## src/rtl/ps2_pkg.sv

```systemverilog
// Shared PS/2 receive definitions: frame FSM encoding, frame constants and
// the frame validity check used by the receiver.
package ps2_pkg;

   typedef enum logic [1:0] {
      ST_IDLE,
      ST_DATA,
      ST_PARITY,
      ST_STOP
   } ps2_state_t;

   localparam int         PS2_FRAME_BITS = 11;
   localparam logic [7:0] PS2_BREAK      = 8'hF0;

   // Odd parity over data+parity, and the stop bit must be high.
   function automatic logic ps2_frame_ok(input logic [7:0] d, input logic p,
                                         input logic stop);
      return stop & (^{d, p});
   endfunction

endpackage

```

## src/rtl/ps2_rx_if.sv

```systemverilog
// PS/2 pins plus the byte handshake toward the keyboard decode FSM.
interface ps2_rx_if;
   logic       ps2_clk;
   logic       ps2_data;
   logic       nextdata_n;
   logic [7:0] data;
   logic       ready;
   logic       overflow;
   logic       frame_err;

   modport slave (
      input  ps2_clk, ps2_data, nextdata_n,
      output data, ready, overflow, frame_err
   );

   modport master (
      output ps2_clk, ps2_data, nextdata_n,
      input  data, ready, overflow, frame_err
   );
endinterface

```

## src/rtl/ps2_byte_fifo.sv

```systemverilog
// Scan-code byte FIFO: head byte shown combinationally, sticky overflow
// when a byte arrives while full and nothing is being popped.
module ps2_byte_fifo #(
   parameter int DEPTH = 8
) (
   input  logic       clk,
   input  logic       rst,
   input  logic       push,
   input  logic [7:0] push_data,
   input  logic       pop_req,
   output logic [7:0] data,
   output logic       ready,
   output logic       overflow
);

   localparam int AW = $clog2(DEPTH);

   logic [7:0]    mem [DEPTH];
   logic [AW-1:0] wr_ptr, rd_ptr;
   logic [AW:0]   count;
   logic          full, pop, wr_en;

   assign ready = (count != '0);
   assign full  = (count == (AW+1)'(DEPTH));
   assign pop   = pop_req & ready;
   // A pop frees the head slot in the same cycle, so a full FIFO still accepts.
   assign wr_en = push & (~full | pop);
   assign data  = mem[rd_ptr];

   always_ff @(posedge clk) begin
      if (rst) begin
         for (int i = 0; i < DEPTH; i++) mem[i] <= '0;
         wr_ptr   <= '0;
         rd_ptr   <= '0;
         count    <= '0;
         overflow <= 1'b0;
      end else begin
         if (wr_en) begin
            mem[wr_ptr] <= push_data;
            wr_ptr      <= wr_ptr + 1'b1;
         end
         if (pop) rd_ptr <= rd_ptr + 1'b1;
         case ({wr_en, pop})
            2'b10:   count <= count + 1'b1;
            2'b01:   count <= count - 1'b1;
            default: ;
         endcase
         if (push & full & ~pop) overflow <= 1'b1;
      end
   end

endmodule

```

## src/rtl/ps2_rx.sv

```systemverilog
// PS/2 keyboard receiver: pin synchroniser, frame FSM with inactivity
// timeout, and a byte FIFO feeding the decode FSM.
module ps2_rx
   import ps2_pkg::*;
#(
   parameter int FIFO_DEPTH     = 8,
   parameter int TIMEOUT_CYCLES = 5000
) (
   input  logic     clk,
   input  logic     rst,
   ps2_rx_if.slave  bus
);

   localparam int TW = $clog2(TIMEOUT_CYCLES + 1);

   logic          clk_s1, clk_s2, clk_s3;
   logic          dat_s1, dat_s2;
   logic          fall;
   ps2_state_t    state;
   logic [2:0]    bit_cnt;
   logic [7:0]    shift;
   logic          par;
   logic [TW-1:0] timer;
   logic          frame_err_q;
   logic          push;

   // Synchronisers idle high so reset never fabricates a falling edge.
   always_ff @(posedge clk) begin
      if (rst) begin
         clk_s1 <= 1'b1;
         clk_s2 <= 1'b1;
         clk_s3 <= 1'b1;
         dat_s1 <= 1'b1;
         dat_s2 <= 1'b1;
      end else begin
         clk_s1 <= bus.ps2_clk;
         clk_s2 <= clk_s1;
         clk_s3 <= clk_s2;
         dat_s1 <= bus.ps2_data;
         dat_s2 <= dat_s1;
      end
   end

   assign fall = clk_s3 & ~clk_s2;
   // Push straight from the stop-bit edge so the byte lands on that same edge.
   assign push = (state == ST_STOP) & fall & ps2_frame_ok(shift, par, dat_s2);

   always_ff @(posedge clk) begin
      if (rst) begin
         state       <= ST_IDLE;
         bit_cnt     <= '0;
         shift       <= '0;
         par         <= 1'b0;
         timer       <= '0;
         frame_err_q <= 1'b0;
      end else begin
         frame_err_q <= 1'b0;
         if (state == ST_IDLE) begin
            timer <= '0;
            if (fall && !dat_s2) begin
               state   <= ST_DATA;
               bit_cnt <= '0;
            end
         end else if (fall) begin
            timer <= '0;
            case (state)
               ST_DATA: begin
                  shift   <= {dat_s2, shift[7:1]};
                  bit_cnt <= bit_cnt + 1'b1;
                  if (bit_cnt == 3'd7) state <= ST_PARITY;
               end
               ST_PARITY: begin
                  par   <= dat_s2;
                  state <= ST_STOP;
               end
               ST_STOP: begin
                  frame_err_q <= ~ps2_frame_ok(shift, par, dat_s2);
                  state       <= ST_IDLE;
               end
               default: state <= ST_IDLE;
            endcase
         end else if (timer == TW'(TIMEOUT_CYCLES - 1)) begin
            state       <= ST_IDLE;
            frame_err_q <= 1'b1;
            timer       <= '0;
            shift       <= '0;
         end else begin
            timer <= timer + 1'b1;
         end
      end
   end

   assign bus.frame_err = frame_err_q;

   ps2_byte_fifo #(.DEPTH(FIFO_DEPTH)) u_fifo (
      .clk       (clk),
      .rst       (rst),
      .push      (push),
      .push_data (shift),
      .pop_req   (~bus.nextdata_n),
      .data      (bus.data),
      .ready     (bus.ready),
      .overflow  (bus.overflow)
   );

endmodule
```

## src/flat_wrapper.sv

```systemverilog
// flat-port wrapper written by rule: the top's interface ports become plain ports
module ps2_rx_flat import ps2_pkg::*;
#(
   parameter int FIFO_DEPTH     = 8,
   parameter int TIMEOUT_CYCLES = 5000
)
  (clk, rst, bus_ps2_clk, bus_ps2_data, bus_nextdata_n, bus_data, bus_ready, bus_overflow, bus_frame_err);
  ps2_rx_if bus_i ();
  input  logic clk;
  input  logic rst;
  input wire logic [$bits(bus_i.ps2_clk)-1:0] bus_ps2_clk;
  input wire logic [$bits(bus_i.ps2_data)-1:0] bus_ps2_data;
  input wire logic [$bits(bus_i.nextdata_n)-1:0] bus_nextdata_n;
  output wire logic [$bits(bus_i.data)-1:0] bus_data;
  output wire logic [$bits(bus_i.ready)-1:0] bus_ready;
  output wire logic [$bits(bus_i.overflow)-1:0] bus_overflow;
  output wire logic [$bits(bus_i.frame_err)-1:0] bus_frame_err;
  assign bus_i.ps2_clk = bus_ps2_clk;
  assign bus_i.ps2_data = bus_ps2_data;
  assign bus_i.nextdata_n = bus_nextdata_n;
  assign bus_data = bus_i.data;
  assign bus_ready = bus_i.ready;
  assign bus_overflow = bus_i.overflow;
  assign bus_frame_err = bus_i.frame_err;
  ps2_rx #(.FIFO_DEPTH(FIFO_DEPTH), .TIMEOUT_CYCLES(TIMEOUT_CYCLES)) u_core (.clk(clk), .rst(rst), .bus(bus_i));
endmodule
```

## config.mk

```make
export PLATFORM = sky130hd
export DESIGN_NAME = ps2_rx_flat
export DESIGN_NICKNAME = d
export VERILOG_FILES = /design/src/rtl/ps2_pkg.sv /design/src/rtl/ps2_rx_if.sv /design/src/rtl/ps2_byte_fifo.sv /design/src/rtl/ps2_rx.sv /design/src/flat_wrapper.sv
export SDC_FILE = /design/constraint.sdc
export NUM_CORES = 1
export LEC_CHECK = 0
export CORE_MARGIN = 2
export CORE_UTILIZATION = 25
export DETAILED_ROUTE_END_ITERATION = 8
export SLEW_MARGIN = 20
export SYNTH_ARGS = -nofsm -noshare
export SYNTH_HDL_FRONTEND = slang
export SYNTH_SLANG_ARGS = --single-unit
```

## constraint.sdc

```tcl
create_clock -name clk -period 5.7 [get_ports clk]
set_clock_uncertainty 0.2 [all_clocks]
set_input_delay 1.425 -clock clk [delete_from_list [all_inputs] [get_ports clk]]
set_output_delay 1.425 -clock clk [all_outputs]
set_load 0.02 [all_outputs]
```

==> results.md <==
- Status: finished clean
- Post-Syn Area per Cell: 11.6 sq um
- Required time of the critical path: 4.07 ns
- Final HPWL DP: 7350 um
- Hold WC Path Type: reg -> reg
- Quantity of hold-fixing buffers added after cts: 0
- NumNets Final: approximately 450
- Final core utilization: 29.2%
- Hold Path End: u_core.clk_s2$_SDFF_PP1_
- Placeable Area: 19,600 sq um
- Clock Latency Late Sink: 0.35 ns
- Wirelength per Cell: 14.6 um
- Final GP Congestion: approximately 0.81
- Pins Over Slew Limit: 0
- Count of different cell masters after synthesis: 47
- GRT overflow: 0
- Worst Tran Pin Value: 0.969 ns
- Mapped Cells: 434
- Most common cell after layout, fill and taps aside: nor2_1
- Final setup viols: 0
- Period utilisation layout: 76.8%
- Minimum clock period: 4.38 ns
- Post-synth EDFFs: 64
- Commonest cells after routing, fill and taps aside: nor2_1, edfxtp_1, dfxtp_1, nand2_1
- First-pass GRT wire length: 16,900 um
- Layout cells sized above 1: a little over an eighth
- Crit path launch type: register
- Worst-path fanout max: 16
- # rows: 51
- Mapped Area: 5020 sq um
- RR Startpoint: u_core.clk_s3$_SDFF_PP1_
- Fin cells: 709
- Vias in the first global route: 3,197
- Syn_nets: 449
- CTS tree: done
- Arrival @ worst endpoint: 2.75 ns
- Clock slew at reported path FFs: 0.08 ns
- Synth-to-Final Area Change: 14.0%
- Dpl cells: 693
- Drt pass-1 iters: 4
- Flop and latch count out of synthesis: 111
- Hold depth: 1
- Clock sink total: 111
- Starting density of the core: 25.6%
- Clk root buf: clkbuf_16
- Initial antenna violation count: 0
- Post-CTS Setup Inserts: 0
- Largest net degree at the start of global routing: 25
- Worst Path Class, Setup: reg -> out
- Die area: 21,200 sq um
- FF-to-FF End: u_core.u_fifo.count[2]$_SDFFE_PP0P_
- Setup Slack @ Placement: 1.64 ns
- Critical path capture point type: output port
- CTS Buf Count: 9
- Final worst setup slack: approximately 1.3 ns
- ANT cells: 0
- Routed via count: 3,214
- Peak supply drop: 0.000150 V
- Fmax: 229 MHz
- Die Span Y: 146 um
- Total GRT Usage: 10.1%
- FFs w/ async S/R, synth: 0%
- Initial drt markers: 174
- Leakage: roughly 0.0019 uW
- Cells on worst reg2reg path: 10
- H-tree levels: 3
- Setup TNS: 0 ns
- PD cells: 293 nW/um^2
- CTS max path bufs: 2
- Number of max-cap violations: 0
- R2R Setup Slk: 2.29 ns
- Sequential share of the synthesized area: 57.0%
- Detailed-route DRC error count: 0
- Vias/cell: 4.53
- IO Pins: 16
- Post-cts resize count: 0
- DRT Wirelength: slightly above 10,000 um
- Ys Warns: 0
- Slew Limit Headroom: 35.3%
- Fin. Hold Viols: 0
- Most used DFF post-synth: edfxtp_1
- Hold slack final: 0.213 ns
- Unrepaired setup endpoints after global routing: no
- Die W: 146 um
- Post-DRT Antenna Nets: 0
- Worst Hold Launch: u_core.clk_s1$_SDFF_PP1_
- Port bufs: 15
## through the flow
stage | total power (uW) | instance area [sq um]
6_report | 1680 | 5730
5_1_grt | 1740 | 5730
4_1_cts | 1690 | 5730
3_5_place_dp | 1040 | 5420
3_3_place_gp | 1040 | 5420
2_1_floorplan | 996 | 5020
## per-layer routing
layer / part of all wire, % / GRT usage [%]
met1: 46 / 13.2
met2: 46 / 16.2
met3: 6.6 / 2.63
met4: 1.4 / 3.58
met5: 0 / 0
## cells in the mapped netlist (3+ instances only)
cell      count  share of area [%]
dfxtp_1      47                 19
mux4_2       16                7.2
nor2b_1       5               0.62
o21ai_0       5               0.50
ha_1         10                2.5
xor2_1        9                1.6
or2_2         5               0.62
nand2_1      28                2.1
nand3_1      16                1.6
and2_1        3               0.37
mux2_2       11                2.5
a21oi_1       4               0.40
clkbuf_1     16                1.2
nand2b_1      4               0.50
nand3_2       3               0.60
nor3_1        7               0.70
mux2i_1       6                1.2
nand4_1       9                1.1
a22oi_1       9                1.3
buf_1         3               0.22
and3_1        4               0.50
inv_1         7               0.52
xnor2_1       9                1.6
nor2_1      101                7.5
a31o_2        7                1.2
edfxtp_1     64                 38
## cell type report
type                            instances  area [sq um]
Fill cell                            2029         13900
Inverter                                7          26.3
Clock inverter                          7          85.1
Clock buffer                            9           225
Multi-Input combinational cell        293          2030
Sequential cell                       111          2860
Timing Repair Buffer                   17           165
Tap cell                              265           332
## flip-flops by register name, indices dropped and copies added, names as in the netlist, named ones only
name and flops:
u_core.u_fifo.rd_ptr 3, u_core.u_fifo.count 4, u_core.clk_s3 1, u_core.u_fifo.wr_ptr 3, u_core.timer 13, u_core.state 2, u_core.clk_s2 1, u_core.bus.frame_err 1
u_core.bit_cnt 3, u_core.clk_s1 1, u_core.dat_s2 1, u_core.shift 8, u_core.dat_s1 1, u_core.u_fifo.mem 64, u_core.par 1, u_core.u_fifo.overflow 1
## worst max-delay path: stages, from the launching register on
cell and delay, ns:
dfxtp_1 0.97, mux4_2 0.60, mux2_2 0.29, clkdlybuf4s50_1 0.54
## where the power goes
group	internal (uW)	total (uW)	switching, uW
Sequential	866	890	23.8
Combinational	67.6	128	60.6
Clock	351	657	306
## worst max path at each step
stage | from | end | slack [ns]
after floorplan | register | bus_data[0] | 2.23
after global placement | register | bus_data[2] | 1.69
after detailed placement | register | bus_data[1] | 1.64
after CTS | register | bus_data[1] | 1.26
after global routing | register | bus_data[3] | 1.12
final | register | bus_data[1] | 1.32
## logic make-up (layout without fill, tap and decap cells)
family                   Yosys count  count (layout)  synth area share (%)
adder cells (fa/ha/maj)           10              10                  2.49
flip-flops                       111             111                  57.0
AND/OR/NAND/NOR                  192             192                  17.3
multiplexers                      34              34                  11.1
XOR/XNOR                          20              20                  4.06
AO/OA/AOI/OAI                     37              37                  5.43
buffers and inverters             30              40                  2.67
(Power assumes the default switching activity.)
